<file path="config.mk">
export PLATFORM = sky130hd
export DESIGN_NAME = mem_arbiter_multi
export DESIGN_NICKNAME = d
export VERILOG_FILES = /design/src/rtl/mem_arbiter_multi.sv
export SDC_FILE = /design/constraint.sdc
export NUM_CORES = 1
export LEC_CHECK = 0
export CAP_MARGIN = 20
export CORE_MARGIN = 4
export CORE_UTILIZATION = 44
export CTS_BUF_LIST = sky130_fd_sc_hd__clkbuf_4 sky130_fd_sc_hd__clkbuf_8
export CTS_CLUSTER_SIZE = 12
export DETAILED_ROUTE_END_ITERATION = 6
export PLACE_DENSITY = 0.95
export SYNTH_ARGS = -nofsm -noshare
export SYNTH_HDL_FRONTEND = slang
export SYNTH_SLANG_ARGS = --single-unit
</file>
<file path="constraint.sdc">
create_clock -name iCLK -period 12.4 [get_ports iCLK]
set_clock_uncertainty 0.05 [all_clocks]
set_input_delay 3.72 -clock iCLK [delete_from_list [all_inputs] [get_ports iCLK]]
set_output_delay 3.72 -clock iCLK [all_outputs]
set_load 0.01 [all_outputs]
</file>
<file path="src/rtl/mem_arbiter_multi.sv">
// mem_arbiter_multi: arbitrates the shared instruction/data memory between the CPU and a debug/DMA master.
// Round-robin by default; define MEMARB_CPU_PRIORITY_EN for fixed CPU-over-debug priority.
module mem_arbiter_multi #(
    parameter int ADDR_W  = 32,
    parameter int DATA_W  = 32,
    parameter int MEM_LAT = 2
) (
    input  logic              iCLK,
    input  logic              iRST,
    input  logic              iCpuRead,
    input  logic              iCpuWrite,
    input  logic [ADDR_W-1:0] iCpuAddr,
    input  logic [DATA_W-1:0] iCpuWData,
    output logic [DATA_W-1:0] oCpuRData,
    output logic              oCpuReady,
    output logic              oCpuStall,
    input  logic              iDbgReq,
    input  logic              iDbgWe,
    input  logic [ADDR_W-1:0] iDbgAddr,
    input  logic [DATA_W-1:0] iDbgWData,
    output logic [DATA_W-1:0] oDbgRData,
    output logic              oDbgAck,
    output logic [ADDR_W-1:0] oMemAddr,
    output logic [DATA_W-1:0] oMemWData,
    output logic              oMemRead,
    output logic              oMemWrite,
    input  logic [DATA_W-1:0] iMemRData,
    output logic [1:0]        oArbState
);
    localparam logic [1:0] IDLE     = 2'd0;
    localparam logic [1:0] CPU_BUSY = 2'd1;
    localparam logic [1:0] DBG_BUSY = 2'd2;
    localparam logic [1:0] DONE     = 2'd3;
    localparam logic [3:0] LAST_CNT = 4'(MEM_LAT - 1);

    logic [1:0]        state_q, state_d;
    logic [3:0]        cnt_q, cnt_d;
    logic              owner_q, owner_d;
    logic              last_q, last_d;
    logic              we_q, we_d;
    logic [ADDR_W-1:0] addr_q, addr_d;
    logic [DATA_W-1:0] wdata_q, wdata_d;
    logic [DATA_W-1:0] cpu_rdata_q, cpu_rdata_d;
    logic [DATA_W-1:0] dbg_rdata_q, dbg_rdata_d;
    logic              cpu_req, busy, done, grant_cpu, grant_dbg, capture;

    // owner/last encoding: 0 = CPU, 1 = debug
    assign cpu_req = iCpuRead | iCpuWrite;
    assign busy    = (state_q == CPU_BUSY) | (state_q == DBG_BUSY);
    assign done    = state_q == DONE;
    assign capture = busy & (cnt_q == LAST_CNT);
`ifdef MEMARB_CPU_PRIORITY_EN
    assign grant_cpu = cpu_req;
`else
    assign grant_cpu = cpu_req & (~iDbgReq | last_q);
`endif
    assign grant_dbg = iDbgReq & ~grant_cpu;

    always_comb begin
        state_d     = state_q;
        cnt_d       = cnt_q;
        owner_d     = owner_q;
        last_d      = last_q;
        we_d        = we_q;
        addr_d      = addr_q;
        wdata_d     = wdata_q;
        cpu_rdata_d = cpu_rdata_q;
        dbg_rdata_d = dbg_rdata_q;
        if (state_q == IDLE && (grant_cpu | grant_dbg)) begin
            state_d = grant_cpu ? CPU_BUSY : DBG_BUSY;
            cnt_d   = '0;
            owner_d = grant_dbg;
            we_d    = grant_cpu ? iCpuWrite : iDbgWe;
            addr_d  = grant_cpu ? iCpuAddr : iDbgAddr;
            wdata_d = grant_cpu ? iCpuWData : iDbgWData;
        end else if (busy) begin
            cnt_d       = cnt_q + 4'd1;
            state_d     = capture ? DONE : state_q;
            cpu_rdata_d = capture & ~we_q & ~owner_q ? iMemRData : cpu_rdata_q;
            dbg_rdata_d = capture & ~we_q & owner_q ? iMemRData : dbg_rdata_q;
        end else if (done) begin
            state_d = IDLE;
            last_d  = owner_q;
        end
    end

    always_ff @(posedge iCLK or posedge iRST) begin
        if (iRST) begin
            state_q     <= IDLE;
            cnt_q       <= '0;
            owner_q     <= 1'b0;
            last_q      <= 1'b1;
            we_q        <= 1'b0;
            addr_q      <= '0;
            wdata_q     <= '0;
            cpu_rdata_q <= '0;
            dbg_rdata_q <= '0;
        end else begin
            state_q     <= state_d;
            cnt_q       <= cnt_d;
            owner_q     <= owner_d;
            last_q      <= last_d;
            we_q        <= we_d;
            addr_q      <= addr_d;
            wdata_q     <= wdata_d;
            cpu_rdata_q <= cpu_rdata_d;
            dbg_rdata_q <= dbg_rdata_d;
        end
    end

    // strobes decode straight from state so an async reset drops them at once
    assign oMemRead  = busy & ~we_q;
    assign oMemWrite = busy & we_q;
    assign oMemAddr  = addr_q;
    assign oMemWData = wdata_q;
    assign oCpuReady = done & ~owner_q;
    assign oDbgAck   = done & owner_q;
    assign oCpuStall = cpu_req & ~(done & ~owner_q);
    assign oCpuRData = cpu_rdata_q;
    assign oDbgRData = dbg_rdata_q;
    assign oArbState = state_q;
endmodule

</file>
Word-level counts from Yosys, hierarchy flattened

Index checks and enable logic that the tools add are counted.

Flip-flop bits (word level): 137
Bits of input ports: 166
Output and inout bits: 135
Word-level logic and storage cells: 55

Add/subtract/negate cells: 1
Eq/ne operators: 5
Multiplexer cells: 10
Bitwise logic cells: 22
Reductions and logical operators: 8

Operator list:

| kind                                                             | count |
|---|---|
| 32-bit 2-to-1 mux                                                | 2 |
| 1-bit bitwise AND                                                | 11 |
| 2-bit 2-to-1 mux                                                 | 5 |
| 3-bit AND reduction                                              | 3 |
| 4-bit 2-to-1 mux                                                 | 2 |
| 1-bit NOT                                                        | 7 |
| 4-bit by 1-bit adder with 4-bit output (second input constant)   | 1 |
| 2-bit == test (second input constant)                            | 2 |
| 4-bit by 1-bit == test with 1-bit output (second input constant) | 1 |
| 1-bit OR                                                         | 4 |
| 3-bit by 1-bit != test with 1-bit output (second input constant) | 1 |
| 3-bit nonzero test                                               | 1 |
| 2-bit by 1-bit == test with 1-bit output (second input constant) | 1 |
| 2-bit zero test                                                  | 1 |
| 2-bit AND reduction                                              | 1 |
| 2-bit nonzero test                                               | 1 |
| 1-bit logical AND                                                | 1 |
| 1-bit 2-to-1 mux                                                 | 1 |

Depth between registers and ports, before layout

Gate-level depths: netlist of run 1.

Depth after elaboration: 9
Mapped depth: 7
Mapped depth without buffers: 5

Worst setup path after synthesis of run 1

No wires, ideal clock.

Path type: in2out
Start: in iCpuWrite
End: out oCpuStall
Arrival time: 3929 ps
Data required time: 8630 ps
Path slack: 4701 ps
Stages on the path: 2
Path buffers: 0
Cells stage by stage: nor2_1 -> nor2_1

Longest elaborated chain between the ends: 2

RTL lines:

| item               | line | text |
|---|---|---|
| start: declaration | 11   | `input logic iCpuWrite,` |
| 1-bit OR           | 48   | `assign cpu_req = iCpuRead \| iCpuWrite;` |
| 1-bit bitwise AND  | 118  | `assign oCpuStall = cpu_req & ~(done & ~owner_q);` |
| end: declaration   | 16   | `output logic oCpuStall,` |

Every way passes these cells.

Final worst setup path of run 1

Ends and elaborated chain as after synthesis.

==> impl_metrics.tcl, run 1 <==
set metrics [dict create \
    status "finished clean" \
    grt_most_used_layer "met2" \
    timing.hold.ws_ns 0.440 \
    diodes 0 \
    cts_tree "built" \
    synth_xor_area_share_pct 0.462 \
    powerDensity_mw_per_mm2 247 \
    drt-pass1-iter-count 4 \
    vdd_drop_max_mv 0.126 \
    crit_path_top_delay_cell "clkdlybuf4s50_1" \
    synthesis.area_mm2 0.00569 \
    synthSimpleGateAreaFrac_pct 9.35 \
    worstPathCellList "clkdlybuf4s50_1 > nor2_1 > nor2_1 > clkdlybuf4s50_1" \
    fmax_mhz 112 \
    portBuffers 300 \
    clk_path_buf_depth 2 \
    met2_usage_pct 40.2 \
    holdBufCountCts 0 \
    coreArea_mm2 0.0126 \
    startpoint_type "primary input" \
    use_met1_pct 27.1 \
    globalRouteMet3Util_pct 7.38 \
    dpl.hpwl_um 13100 \
    grtUsageTotal_pct 23.0 \
    synthCells 403 \
    synth-warning-count 0 \
    hold_class "reg2reg" \
    synth-seq-cells 137 \
    cts_setup_buffers 0 \
    critPathKind "in2out" \
    power_mw 2.28 \
    grt-ovfl-total 0 \
    tightest_slew_ns 0.567 \
    post-route-util_pct 73.2 \
    drt-wirelength-per-cell_um 19.5 \
    start_util_pct 45.1 \
    vias_per_cell 5.31 \
    period_needed_ns 8.93 \
    synthAdderAreaFrac_pct 1.10 \
    slew_headroom_pct 62.2 \
    grt_pass1_vias 4979 \
    multi_input_area_mm2 0.00210 \
    dp.cells 852 \
    timing.final.crit_share_pct 72.0 \
    drcViolationCount 0 \
    final.setup.tns_ns 0 \
    routed_wl_um 17300 \
    rsz0062_at_grt "no" \
    crit_fanout 5 \
    synth-compound-area-share_pct 12.9 \
    rows 41 \
    drive_gt1_share_pct 14.6 \
    cts_made_buffers 17 \
    cts_root_buf "clkbuf_8" \
    required_ns 8.63 \
    die_w_um 122 \
    die_area_mm2 0.0148 \
    syn-num-nets 574 \
    grt_max_degree 87 \
    final_cells 885 \
    drtIter0Drc 345 \
    vias 4697 \
    drtAntennaViolNets 0 \
    clkSlewWorstSetupHoldPaths_ns 0.08 \
    end_kind "output pin" \
    post_cts_resized 0 \
    synth.area.mux_share_pct 12.7 \
    crit_arrival_ns 5.16 \
    grt_antenna_before_repair 0 \
    io_pins 301 \
    yosysSeqAreaShare_pct 60.3 \
    p_leak_nw 3.87 \
    area_growth_syn_to_layout_pct 62.4 \
    die_height_um 122 \
    synthTopCellsByArea "dfrtp_1, a221o_1, mux2_2, and2_1, buf_6" \
    ys_types 30 \
    synth_top_family_by_area "compound AO/OA/AOI/OAI gates" \
    yosysTopAreaCellShare_pct 59.8 \
    clock_sinks 137 \
    setup_violations 0 \
    max_stage_delay_ns 0.60 \
    globalplace.congestion 0.796 \
    htreeDepth 4 \
    grt_first_pass_wirelength_um 26400 \
    fillers 807 \
    seqCellArea_mm2 0.00343 \
    maxSlewViolCount 0 \
    maxCapViolCount 0 \
    clk_latency_ns 0.41 \
    yosysTopAreaCell "dfrtp_1" \
    final_net_count 871 \
    finalHoldViolCount 0 \
    syn_avg_cell_area_um2 14.1 \
]
## where the power goes
part           switching (mW)  internal, mW
Combinational           0.466         0.672
Clock                   0.173         0.185
Sequential              0.120         0.663
Total                   0.759          1.52
## path summary, 6_finish.rpt
| check | slack [ns] | depth (start not counted) | start | end |
|---|---|---|---|---|
| worst max-delay path | 3.47 | 4 | iCpuWrite | oCpuStall |
| worst min-delay path | 0.44 | 1 | oDbgRData[10] | oDbgRData[10] |
| worst max register to register | 9.97 | 6 | oArbState[1] | oMemWData[14] |
| worst min register to register | 0.44 | 1 | oDbgRData[10] | oDbgRData[10] |
| max in group asynchronous | 7.50 | 4 | iRST | oCpuRData[16] |
| min in group asynchronous | 3.67 | 2 | iRST | oDbgRData[10] |
## per-stage QoR
stage                     worst slack, ns  instance area, µm²
after floorplan                      4.70                5690
after global placement               3.53                8820
after detailed placement             3.50                8820
after CTS                            3.49                9210
after global routing                 3.43                9240
final                                3.47                9240
## sequential cells by signal (all words and copies together), names as in the netlist
| name | flops |
|---|---|
| oMemAddr | 32 |
| oCpuRData | 32 |
| cnt_q | 4 |
| oArbState | 2 |
| owner_q | 1 |
| last_q | 1 |
| oMemWData | 32 |
| oDbgRData | 32 |
| we_q | 1 |
## metal layers
metal	wire, µm	vias to the layer above
met4	274	0
met3	1540	20
met1	6360	2335
met2	9110	251
li1	-	2091
met5	0	-
## worst max-delay path, delay by kind of cell
| family | cells | cell delay (ns) |
|---|---|---|
| simple gates | 2 | 0.24 |
| buf+inv | 2 | 1.19 |
## cell type report
| cell class | count | share of cell area [%] |
|---|---|---|
| clock inverter | 13 | 1.56 |
| tap | 172 | 2.33 |
| sequential | 137 | 37.1 |
| inverter | 6 | 0.298 |
| multi-input combinational | 231 | 22.7 |
| clock buffer | 19 | 2.70 |
| timing repair buffer | 307 | 33.3 |
## cells in the final DEF, fill, tap and decap left out, types with 2 or more instances in the layout
master / n
buf_4: 6
inv_6: 5
o32a_1: 2
xor2_1: 2
dfrtp_1: 136
mux2_2: 57
inv_1: 5
clkinvlp_4: 4
clkinv_2: 2
a221o_1: 65
bufinv_16: 2
clkbuf_4: 2
nor2_1: 8
and2_1: 67
nand2_1: 2
clkdlybuf4s50_1: 300
clkbuf_8: 17
o21ai_0: 2
mux2_1: 7
ha_1: 5
## cells in the mapped netlist
cell,number
clkbuf_1,18
nand2_1,2
o31a_1,1
ha_1,5
buf_2,1
nand4_1,1
xor2_1,2
mux2_1,7
nor4_4,1
o21ai_0,2
buf_6,7
a21o_1,1
a21oi_1,2
nor2_1,8
nor4b_4,1
dfstp_2,1
dfrtp_1,136
o31ai_1,1
o32a_1,2
buf_1,3
mux2_2,57
o211a_1,1
a221o_1,65
and2_1,67
xnor2_1,1
nand2b_1,1
or3b_4,1
a211oi_1,1
nor2b_1,1
inv_1,6
## cell families after synthesis
| kind of cell | count (synthesis) |
|---|---|
| buf+inv | 35 |
| mux | 64 |
| compound gates | 76 |
| simple gates | 83 |
| flops | 137 |
| xor+xnor | 3 |
| fa+ha+maj | 5 |
Power figures use the tool's default switching activity.
==> inputs of run 2 (changes only) <==
--- a/config.mk
+++ b/config.mk
@@ -7,11 +7,11 @@
 export LEC_CHECK = 0
 export CAP_MARGIN = 20
 export CORE_MARGIN = 4
-export CORE_UTILIZATION = 44
+export CORE_UTILIZATION = 37
 export CTS_BUF_LIST = sky130_fd_sc_hd__clkbuf_4 sky130_fd_sc_hd__clkbuf_8
 export CTS_CLUSTER_SIZE = 12
 export DETAILED_ROUTE_END_ITERATION = 6
-export PLACE_DENSITY = 0.95
+export PLACE_DENSITY = 0.87
 export SYNTH_ARGS = -nofsm -noshare
 export SYNTH_HDL_FRONTEND = slang
 export SYNTH_SLANG_ARGS = --single-unit
==> constraint.sdc (replaced) <==
create_clock -name iCLK -period 7.7 [get_ports iCLK]
set_clock_uncertainty 0.05 [all_clocks]
set_input_delay 2.31 -clock iCLK [delete_from_list [all_inputs] [get_ports iCLK]]
set_output_delay 2.31 -clock iCLK [all_outputs]
set_load 0.01 [all_outputs]
==> impl_metrics.tcl, run 2 (synthesized netlist as in run 1, its figures left out) <==
set metrics [dict create \
    coreArea_mm2 0.0151 \
    hold_class "reg2reg" \
    die_w_um 132 \
    cts_made_buffers 17 \
    io_pins 301 \
    start_util_pct 37.6 \
    post_cts_resized 0 \
    grt_antenna_before_repair 0 \
    end_kind "output pin" \
    rrSetupSlack_ns 5.30 \
    status "finished clean" \
    rows 45 \
    cts_tree "built" \
    drt-pass1-iter-count 4 \
    r2r_cells 6 \
    clk_latency_ns 0.43 \
    crit_arrival_ns 3.64 \
    grt_first_pass_wirelength_um 26900 \
    vias_per_cell 5.15 \
    crit_path_top_delay_cell "clkdlybuf4s50_1" \
    drtAntennaViolNets 0 \
    timing.final.crit_share_pct 77.9 \
    powerDensity_mw_per_mm2 401 \
    slew_headroom_pct 37.9 \
    grt-ovfl-total 0 \
    worstPathCellList "clkdlybuf4s50_1 > nor2_1 > nor2_1 > clkdlybuf4s50_1" \
    place_ws_ns 1.69 \
    multi_input_area_mm2 0.00210 \
    maxCapViolCount 0 \
    holdBufCountCts 0 \
    final_net_count 870 \
    drive_gt1_share_pct 14.5 \
    rsz0062_at_grt "no" \
    globalplace.congestion 0.798 \
    hold_depth 1 \
    cts_setup_buffers 0 \
    drcViolationCount 0 \
    startpoint_type "primary input" \
    drt-wirelength-per-cell_um 18.8 \
    grt_pass1_vias 5048 \
    critical_path_buf_inv_count 2 \
    fin_ws_ns 1.70 \
    p_leak_nw 3.88 \
    vias 4635 \
    fmax_mhz 167 \
    area_growth_syn_to_layout_pct 63.0 \
    setup_violations 0 \
    cts_root_buf "clkbuf_8" \
    drtIter0Drc 180 \
    max_stage_delay_ns 0.58 \
    diodes 0 \
    path_depth 4 \
    crit_fanout 5 \
    die_area_mm2 0.0174 \
    grt_max_degree 77 \
    final_common_cell "clkdlybuf4s50_1" \
    clk_path_buf_depth 2 \
    grtUsageTotal_pct 19.3 \
    die_height_um 132 \
    dpl.hpwl_um 12700 \
    critPathKind "in2out" \
    finalHoldViolCount 0 \
    crit_family "buffers and inverters" \
    vdd_drop_max_mv 0.248 \
    clock_sinks 137 \
    required_ns 5.34 \
    portBuffers 300 \
    tightest_slew_ns 0.932 \
    final_cell_mix "clkdlybuf4s50_1, dfrtp_1, and2_1" \
    routed_wl_um 17000 \
    final.setup.tns_ns 0 \
    maxSlewViolCount 0 \
    period_needed_ns 6.00 \
    clkSlewWorstSetupHoldPaths_ns 0.08 \
    htreeDepth 4 \
    seqCellArea_mm2 0.00343 \
    fillers 1148 \
]
## run 2: cell type report
class                           count  share of cell area (%)
Clock buffer                       22                    3.13
Tap cell                          188                    2.54
Timing Repair Buffer              306                    32.9
Multi-Input combinational cell    231                    22.6
Clock inverter                     10                    1.53
Sequential cell                   137                    37.0
Inverter                            6                   0.297
## run 2: metal layers
layer  GRT usage, %  vias to the layer above  wire length [µm]
met5              0                        -                 0
met4           7.41                        0               431
met3           6.34                       31              1340
met2           33.3                      217              8610
met1           22.5                     2305              6570
li1               -                     2082                 -
## run 2: path summary, 6_finish.rpt
check                         startpoint             to
max reg2reg                 oArbState[0]   oDbgRData[4]
max                            iCpuWrite      oCpuStall
max in group asynchronous           iRST  oCpuRData[10]
min                        oDbgRData[20]  oDbgRData[20]
min in group asynchronous           iRST  oCpuRData[11]
min reg2reg                oDbgRData[20]  oDbgRData[20]
## run 2: worst register-to-register path, cell delays in order (launching register included)
cell and delay [ns]:
dfrtp_1 0.43, inv_1 0.07, ha_1 0.30, o31a_1 0.29, nor4b_4 0.32, buf_4 0.43
mux2_2 0.41
## run 2: report_power, final
group / switching (mW) / internal, mW
sequential: 0.197 / 1.07
combinational: 0.741 / 1.08
clock: 0.275 / 0.355
total: 1.21 / 2.50
## run 2: metrics by stage
step	cells	utilization, %	hold WS [ns]	area (µm²)	power (mW)
CTS	900	61.2	0.453	9270	3.76
global placement	868	58.4	0.417	8840	3.04
floorplan	403	-	0.441	5690	2.13
global route	900	61.2	0.463	9270	3.94
finish	900	61.2	0.447	9270	3.72
detailed placement	868	58.4	0.434	8840	3.11
==> inputs of run 3 (changes only) <==
--- a/config.mk
+++ b/config.mk
@@ -7,11 +7,11 @@
 export LEC_CHECK = 0
 export CAP_MARGIN = 20
 export CORE_MARGIN = 4
-export CORE_UTILIZATION = 37
+export CORE_UTILIZATION = 41
 export CTS_BUF_LIST = sky130_fd_sc_hd__clkbuf_4 sky130_fd_sc_hd__clkbuf_8
 export CTS_CLUSTER_SIZE = 12
 export DETAILED_ROUTE_END_ITERATION = 6
-export PLACE_DENSITY = 0.87
+export PLACE_DENSITY = 0.91
 export SYNTH_ARGS = -nofsm -noshare
 export SYNTH_HDL_FRONTEND = slang
 export SYNTH_SLANG_ARGS = --single-unit
==> constraint.sdc (replaced) <==
create_clock -name iCLK -period 5.8 [get_ports iCLK]
set_clock_uncertainty 0.05 [all_clocks]
set_input_delay 1.74 -clock iCLK [delete_from_list [all_inputs] [get_ports iCLK]]
set_output_delay 1.74 -clock iCLK [all_outputs]
set_load 0.01 [all_outputs]
==> impl_metrics.tcl, run 3 (synthesized netlist as in run 1, its figures left out) <==
set metrics [dict create \
    diodes 0 \
    drt-wirelength-per-cell_um 19.9 \
    crit_arrival_ns 3.13 \
    clk_path_buf_depth 2 \
    rrSetupSlack_ns 3.15 \
    drtIter0Drc 297 \
    die_height_um 126 \
    cts_root_buf "clkbuf_8" \
    vdd_drop_max_mv 0.311 \
    io_pins 301 \
    clock_sinks 137 \
    grt_pass1_vias 5169 \
    globalplace.congestion 0.842 \
    grt-ovfl-total 0 \
    clkSlewWorstSetupHoldPaths_ns 0.07 \
    maxCapViolCount 0 \
    die_area_mm2 0.0158 \
    die_w_um 126 \
    dpl.hpwl_um 13200 \
    drive_gt1_share_pct 14.5 \
    cts_made_buffers 17 \
    holdBufCountCts 0 \
    final_net_count 870 \
    grt_first_pass_wirelength_um 27900 \
    drtAntennaViolNets 0 \
    routed_wl_um 17600 \
    setup_violations 0 \
    clk_latency_ns 0.43 \
    grt_antenna_before_repair 0 \
    coreArea_mm2 0.0134 \
    rsz0062_at_grt "no" \
    hold_class "reg2reg" \
    portBuffers 300 \
    drt-pass1-iter-count 4 \
    final_cell_mix "clkdlybuf4s50_1, dfrtp_1, and2_1" \
    final.setup.tns_ns 0 \
    vias 4686 \
    drcViolationCount 0 \
    critical_path_buf_inv_count 2 \
    critPathLaunch "iCpuWrite" \
    tightest_slew_ns 0.942 \
    critPathKind "in2out" \
    maxSlewViolCount 0 \
    post_cts_resized 0 \
    htreeDepth 4 \
    powerDensity_mw_per_mm2 546 \
    r2r_cells 6 \
    p_leak_nw 3.90 \
    status "finished clean" \
    finalHoldViolCount 0 \
    timing.hold.ws_ns 0.441 \
    crit_path_top_delay_cell "clkdlybuf4s50_1" \
    end_kind "output pin" \
    cp-endpoint "oCpuStall" \
    cts_setup_buffers 0 \
    required_ns 4.01 \
    startpoint_type "primary input" \
    final_common_cell "clkdlybuf4s50_1" \
    max_stage_delay_ns 0.61 \
    vias_per_cell 5.28 \
    timing.final.crit_share_pct 84.8 \
    rows 42 \
    cts_tree "built" \
    worstPathCellList "clkdlybuf4s50_1 > nor2_1 > nor2_1 > clkdlybuf4s50_1" \
    path_depth 4 \
    crit_fanout 5 \
    period_needed_ns 4.92 \
    slew_headroom_pct 37.2 \
    crit_family "buffers and inverters" \
    start_util_pct 42.4 \
    grt_max_degree 108 \
    grtUsageTotal_pct 22.4 \
    r2r-start "oArbState[0]" \
    area_growth_syn_to_layout_pct 63.7 \
    r2r-end "oMemWData[18]" \
    fmax_mhz 203 \
    post-route-util_pct 69.5 \
]
[run 3: cell types whose count changed in the layout (fill, tap and decap cells not counted)]
cell / change
bufinv_16: +3
clkbuf_8: -3
inv_6: +2
clkbuf_4: -1
clkinv_2: -1
[run 3: routing by layer]
layer / GRT usage, % / part of all wire (%) / vias up
met4: 10.2 / 3.9 / 0
met1: 26.5 / 37 / 2278
li1: - / - / 2084
met2: 37.4 / 49 / 276
met5: 0 / 0 / -
met3: 7.41 / 9.3 / 48
[run 3: final cells by class]
| cell class | instances | area, µm² |
|---|---|---|
| tap | 176 | 220 |
| multi-input combinational | 231 | 2100 |
| clock buffer | 18 | 241 |
| timing repair buffer | 306 | 3050 |
| inverter | 6 | 27.5 |
| sequential | 137 | 3430 |
| clock inverter | 14 | 244 |
| fill | 935 | 4090 |
[run 3: worst min-delay path by stage]
stage	slack, ns	from	cells past startpoint	end
final	0.44	oDbgRData[25]	1	oDbgRData[25]
after global routing	0.47	oDbgRData[12]	1	oDbgRData[12]
after CTS	0.45	oCpuRData[24]	1	oCpuRData[24]
after global placement	0.42	oCpuRData[29]	1	oCpuRData[29]
after detailed placement	0.43	oCpuRData[24]	1	oCpuRData[24]
after floorplan	0.44	last_q	2	last_q
[run 3: stage by stage]
step	power [mW]	setup WS, ns	std cells	area (µm²)
2_1_floorplan	2.83	0.344	403	5690
6_report	5.08	0.884	888	9310
3_3_place_gp	4.03	0.927	856	8820
3_5_place_dp	4.16	0.921	856	8820
4_1_cts	5.13	0.895	888	9310
5_1_grt	5.37	0.832	888	9310
[run 3: power by group]
group	switching (mW)	leakage, nW	internal [mW]
sequential	0.271	1.68	1.42
combinational	1.01	1.98	1.44
clock	0.378	0.238	0.564
